File: src/rtl/perf_event_collector.sv
// Per-channel performance event counters with sticky overflow flags,
// atomic snapshot and valid/ready stream-out of the snapshot.
module perf_event_collector #(
    parameter  int NUM_EVENTS = 16,
    parameter  int CNT_W      = 32,
    parameter  int INC_W      = 2,
    localparam int IDX_W      = $clog2(NUM_EVENTS)
) (
    input  logic                        clk,
    input  logic                        rst,
    input  logic                        en,
    input  logic [NUM_EVENTS*INC_W-1:0] event_inc,
    input  logic                        clear,
    input  logic                        dump_start,
    output logic                        dump_busy,
    output logic                        dump_valid,
    input  logic                        dump_ready,
    output logic [IDX_W-1:0]            dump_idx,
    output logic [CNT_W-1:0]            dump_data,
    output logic                        dump_ovf,
    output logic                        dump_last,
    output logic [63:0]                 cycle_cnt
);

    typedef enum logic {
        IDLE,
        STREAM
    } state_e;

    localparam logic [IDX_W-1:0] LAST_IDX = IDX_W'(NUM_EVENTS - 1);

    state_e                  state_q;
    logic [IDX_W-1:0]        idx_q;
    logic [CNT_W-1:0]        cnt_q     [NUM_EVENTS];
    logic [CNT_W-1:0]        cnt_d     [NUM_EVENTS];
    logic [CNT_W:0]          sum       [NUM_EVENTS];
    logic [NUM_EVENTS-1:0]   ovf_q;
    logic [NUM_EVENTS-1:0]   ovf_d;
    logic [CNT_W-1:0]        shd_cnt_q [NUM_EVENTS];
    logic [NUM_EVENTS-1:0]   shd_ovf_q;
    logic [63:0]             cycle_q;

    // Extra top bit of each sum is the carry-out that sets the sticky flag.
    always_comb begin
        ovf_d = ovf_q;
        for (int i = 0; i < NUM_EVENTS; i++) begin
            sum[i]   = {1'b0, cnt_q[i]}
                     + (CNT_W+1)'(event_inc[i*INC_W +: INC_W]);
            cnt_d[i] = cnt_q[i];
            if (clear) begin
                cnt_d[i] = '0;
                ovf_d[i] = 1'b0;
            end else if (en) begin
                cnt_d[i] = sum[i][CNT_W-1:0];
                ovf_d[i] = ovf_q[i] | sum[i][CNT_W];
            end
        end
    end

    always_ff @(posedge clk) begin
        if (rst) begin
            for (int i = 0; i < NUM_EVENTS; i++) cnt_q[i] <= '0;
            ovf_q   <= '0;
            cycle_q <= '0;
        end else begin
            cnt_q   <= cnt_d;
            ovf_q   <= ovf_d;
            cycle_q <= cycle_q + 64'd1;
        end
    end

    // Snapshot takes pre-edge live values; dump_start is ignored mid-stream.
    always_ff @(posedge clk) begin
        if (rst) begin
            state_q <= IDLE;
            idx_q   <= '0;
            for (int i = 0; i < NUM_EVENTS; i++) shd_cnt_q[i] <= '0;
            shd_ovf_q <= '0;
        end else begin
            unique case (state_q)
                IDLE: begin
                    if (dump_start) begin
                        shd_cnt_q <= cnt_q;
                        shd_ovf_q <= ovf_q;
                        idx_q     <= '0;
                        state_q   <= STREAM;
                    end
                end
                STREAM: begin
                    if (dump_ready) begin
                        if (idx_q == LAST_IDX) begin
                            idx_q   <= '0;
                            state_q <= IDLE;
                        end else begin
                            idx_q <= idx_q + 1'b1;
                        end
                    end
                end
                default: state_q <= IDLE;
            endcase
        end
    end

    assign dump_busy  = (state_q == STREAM);
    assign dump_valid = (state_q == STREAM);
    assign dump_idx   = idx_q;
    assign dump_data  = shd_cnt_q[idx_q];
    assign dump_ovf   = shd_ovf_q[idx_q];
    assign dump_last  = dump_valid && (idx_q == LAST_IDX);
    assign cycle_cnt  = cycle_q;

endmodule

File: config.mk
export PLATFORM = sky130hd
export DESIGN_NAME = perf_event_collector
export DESIGN_NICKNAME = d
export VERILOG_FILES = /design/src/rtl/perf_event_collector.sv
export SDC_FILE = /design/constraint.sdc
export NUM_CORES = 2
export LEC_CHECK = 0
export CORE_ASPECT_RATIO = 0.75
export CORE_MARGIN = 2
export CORE_UTILIZATION = 54
export DETAILED_ROUTE_END_ITERATION = 10
export HOLD_SLACK_MARGIN = 0.08
export PLACE_DENSITY_LB_ADDON = 0.05
export SYNTH_ARGS = -nofsm -noshare
export SYNTH_HDL_FRONTEND = slang
export SYNTH_SLANG_ARGS = --single-unit
File: constraint.sdc
create_clock -name clk -period 2.4 [get_ports clk]
set_input_delay 0.36 -clock clk [delete_from_list [all_inputs] [get_ports clk]]
set_output_delay 0.36 -clock clk [all_outputs]
set_load 0.1 [all_outputs]
==> summary.md <==
| Metric | Value |
|---|---|
| Post-Syn Area per Cell | around 8.6 um^2 |
| Final Critical Period | between 3 and 4 ns |
| Drt pass-1 iters | 5 |
| Maxcap violations | 0 |
| Core area | about 0.089 mm^2 |
| Netlist cell types | 56 |
| Final core occ | between 60% and 70% |
| Sw Pwr | 0.00876 W |
| Share of layout cells above drive strength 1 | 15.0% |
| DIE AREA | 0.0926 mm^2 |
| CP arrival | ~2.9 ns |
| Commonest cells in the netlist | nand2_1, dfxtp_1, a21oi_1 |
| Synth-to-layout area growth | 19.6% |
| Reg power frac | ~48% |
| Routed WL | 138000 um |
| Row Count | 95 |
| Start point of the critical path | dump_idx[0] |
| Vias in the first global route | between 30k and 40k |
| WS Path Type | reg2out |
| Critical Path RT | 2.04 ns |
| Diode count | 0 |
| Post-Synth Simple-Gate Area | 24.6% |
| Synthesized-area fraction occupied by adder cells | about 1.5% |
| IO buf count | 141 |
| DP Wirelength | 97600 um |
| Unrepaired setup endpoints after global routing | true |
| Asr flop ratio synth | 0% |
| Crit Reg-Reg Startpoint | cnt_q[480] |
| Worst min-delay path category | in2reg |
| Residual DRC | 0 |
| Power Dens Cells | around 680 mW/mm^2 |
| Root Buffer | clkbuf_16 |
| Measured slew at the worst slew-check pin | 0.914 ns |
| Status | complete, but fails checks |
| Slew HR | ~39% |
| Hold Fails Final Rpt | 0 |
| XOR/XNOR Fraction of Synth Area | 7.92% |
| Die Y-Extent | between 200 and 300 um |
| I/O pins | ~140 |
| Failing checks | negative setup slack |
| Yosys synthesis warning count | 0 |
| Die X | ~350 um |
| Slew Limit Fails | 0 |
| # fillers | 7591 |
| Mux contribution to synthesized area | under 10% |
| Number of synthesized register bits | approximately 1.1k |
| Gpl congestion | between 0.8 and 0.9 |
| Clk_lat worst skew | around 0.70 ns |
| Largest net degree at the start of global routing | 170 |
| Max Fclk | approximately 0.31 GHz |
| Compound-Gate Fraction of Synth Area | under 10% |
| Synth Instances | between 5k and 6k |
| CTS buffer count | between 100 and 150 |
| Sequential fraction of the synthesis area | 46.3% |
| Post-synth top flop | dfxtp_1 |
| Post-DRT Antenna Nets | 0 |
| Gate power share | between 4 and 5% |
| Clock skew | approximately 0.022 ns |
| H-tree depth | 3 |
| Startpoint types | flop |
| Antenna violations before repair | 5 |
| Total track usage | between 20% and 30% |
| Fin worst setup slack | -0.876 ns |
| EDFF count, synth | 0 |
| Initial Util | 54.4% |
| Crit Path Max Fanout | 6 |
| Clock power share | 47.9% |
| Setup crit end kind | primary output |
| Nets@finish | 5953 |
| Synth area leaders | dfxtp_1, nand2_1, mux4_2 |
| TritonCTS clock tree | built |
| Total grt overflow | 0 |
| Vias per std cell | about 5.7 |
| Wire length of the first global-routing pass | 214000 um |
| TNS Setup | -27.58 ns |
| Power Internal | between 0.03 and 0.04 W |
| Period utilization | 136% |
| Per-cell routed wire length | approximately 19 um |
| Top-count cell post-synth | nand2_1 |
| Worst Hold Launch | event_inc[30] |
| Switch share | between 20% and 30% |
| Worst vdd ir | around 0.00059 V |
| Synth Cell Area | 0.0487 mm^2 |
| DRT iter0 DRCs | between 3k and 4k |
| Largest area contributor in the netlist | dfxtp_1 |
| Largest family of logic cells by synthesized area | simple AND/OR/NAND/NOR gates |
| Clk buf depth | 3 |
| # clock sinks | between 1k and 1.5k |
| Via Count | around 40k |
| Syn_nets | between 5k and 6k |
| Reg clk slew, reported paths | about 0.060 ns |
| Static Leak | about 19 nW |
| Synth top area share | 46.3% |
| # setup viols final | 34 |
==> per-layer routing <==
metal | GRT usage [%] | vias to the layer above | part of all wire [%]
met4 | 9.41 | 4 | 3.2
li1 | - | 19700 | -
met5 | 0 | - | 0.025
met3 | 7.43 | 189 | 7.9
met1 | 44.4 | 19500 | 48
met2 | 40.4 | 1132 | 41
==> sequential cells by signal, summed over array words and instances, names as in the netlist <==
| name | count |
|---|---|
| shd_ovf_q | 16 |
| cnt_q | 512 |
| dump_idx | 4 |
| ovf_q | 16 |
| shd_cnt_q | 512 |
| cycle_cnt | 64 |
| dump_busy | 1 |
==> critical path, stage by stage (launching register included) <==
cell and delay (ns):
dfxtp_4 0.41, buf_4 0.21, buf_16 0.16, mux4_2 0.57
mux4_2 0.63, buf_12 0.23
==> placed cells by master (no fill, tap or decap), types with 6 or more instances in the layout <==
| cell | synthesis | final |
|---|---|---|
| nand2_1 | 1252 | 1252 |
| dfxtp_1 | 1125 | 1078 |
| a21oi_1 | 633 | 632 |
| nor2_1 | 566 | 565 |
| buf_4 | 2 | 301 |
| xor2_1 | 255 | 255 |
| nand4_1 | 188 | 188 |
| xnor2_1 | 185 | 185 |
| mux4_2 | 165 | 165 |
| nand3_1 | 157 | 157 |
| clkbuf_16 | 0 | 123 |
| buf_12 | 0 | 107 |
| inv_1 | 90 | 89 |
| or3_1 | 87 | 85 |
| o21ai_0 | 80 | 80 |
| nor3_1 | 75 | 71 |
| and4_1 | 63 | 63 |
| and3_1 | 64 | 63 |
| dfxtp_2 | 0 | 43 |
| nor4_1 | 51 | 42 |
| clkdlybuf4s50_1 | 0 | 35 |
| ha_1 | 34 | 31 |
| clkbuf_8 | 0 | 29 |
| and2_1 | 26 | 25 |
| nor2b_1 | 23 | 22 |
| clkbuf_1 | 313 | 21 |
| mux2i_1 | 18 | 18 |
| a211oi_1 | 17 | 17 |
| clkinv_2 | 0 | 15 |
| or4_1 | 18 | 14 |
| bufinv_16 | 0 | 14 |
| o31ai_1 | 11 | 11 |
| a31oi_1 | 11 | 11 |
| nor3b_1 | 11 | 10 |
| nor4_2 | 4 | 10 |
| fa_1 | 16 | 10 |
| or2_2 | 9 | 8 |
| nand3b_1 | 7 | 7 |
| nor3_2 | 5 | 7 |
| fa_2 | 0 | 6 |
==> worst paths after layout <==
| kind | end | slack, ns | depth (start not counted) |
|---|---|---|---|
| setup / recovery | dump_data[10] | -0.88 | 5 |
| hold / removal | cnt_q[0] | 0.41 | 4 |
| setup reg to reg | cnt_q[510] | 0.05 | 9 |
| hold reg to reg | cycle_cnt[0] | 0.45 | 1 |
==> final cells by class <==
| type | count | area [um^2] | share of cell area, % |
|---|---|---|---|
| inverter | 91 | 342 | 0.587 |
| sequential | 1125 | 22600 | 38.8 |
| clock inverter | 37 | 559 | 0.961 |
| tap | 1212 | 1520 | 2.61 |
| clock buffer | 168 | 3430 | 5.89 |
| timing repair buffer | 459 | 5050 | 8.67 |
| multi-input combinational | 4076 | 24700 | 42.5 |
==> power groups by stage <==
stage	sequential [W]	combinational [W]	clock (W)
6_report	0.0188	0.00180	0.0189
5_1_grt	0.0188	0.00193	0.0199
4_1_cts	0.0188	0.00175	0.0191
3_5_place_dp	0.0192	0.00172	0
3_3_place_gp	0.0192	0.00171	0
2_1_floorplan	0.0192	0.000936	0
==> through the flow <==
| stage | power [W] | hold WS [ns] | setup slack [ns] | std cells | instance area [um^2] |
|---|---|---|---|---|---|
| after CTS | 0.0396 | 0.365 | -0.883 | 7156 | 57800 |
| after detailed placement | 0.0209 | 0.443 | -0.742 | 6940 | 53700 |
| after floorplan | 0.0201 | 0.425 | -0.240 | 5640 | 48900 |
| after global placement | 0.0209 | 0.436 | -0.713 | 6940 | 53700 |
| final | 0.0394 | 0.414 | -0.876 | 7168 | 58200 |
| after global routing | 0.0406 | 0.411 | -0.915 | 7168 | 58200 |
==> cells by family after synthesis <==
kind of cell / count (synthesis)
buffers and inverters: 439
xor gates and xnor gates: 440
and+or+nand+nor: 2630
DFF: 1125
AOI/OAI and AO/OA: 773
muxes: 183
adders and majority gates: 50
==> what timing repair did <==
item                       in CTS  in global routing
gates cloned                    1                  7
pin swaps                       3                  9
gates resized for setup        19                 29
setup buffers                   8                  6
hold buffers                    2                  0
hold endpoints to repair        2                  0
setup endpoints to repair      51                 90
Note: power is estimated with default switching activity, not from simulation.
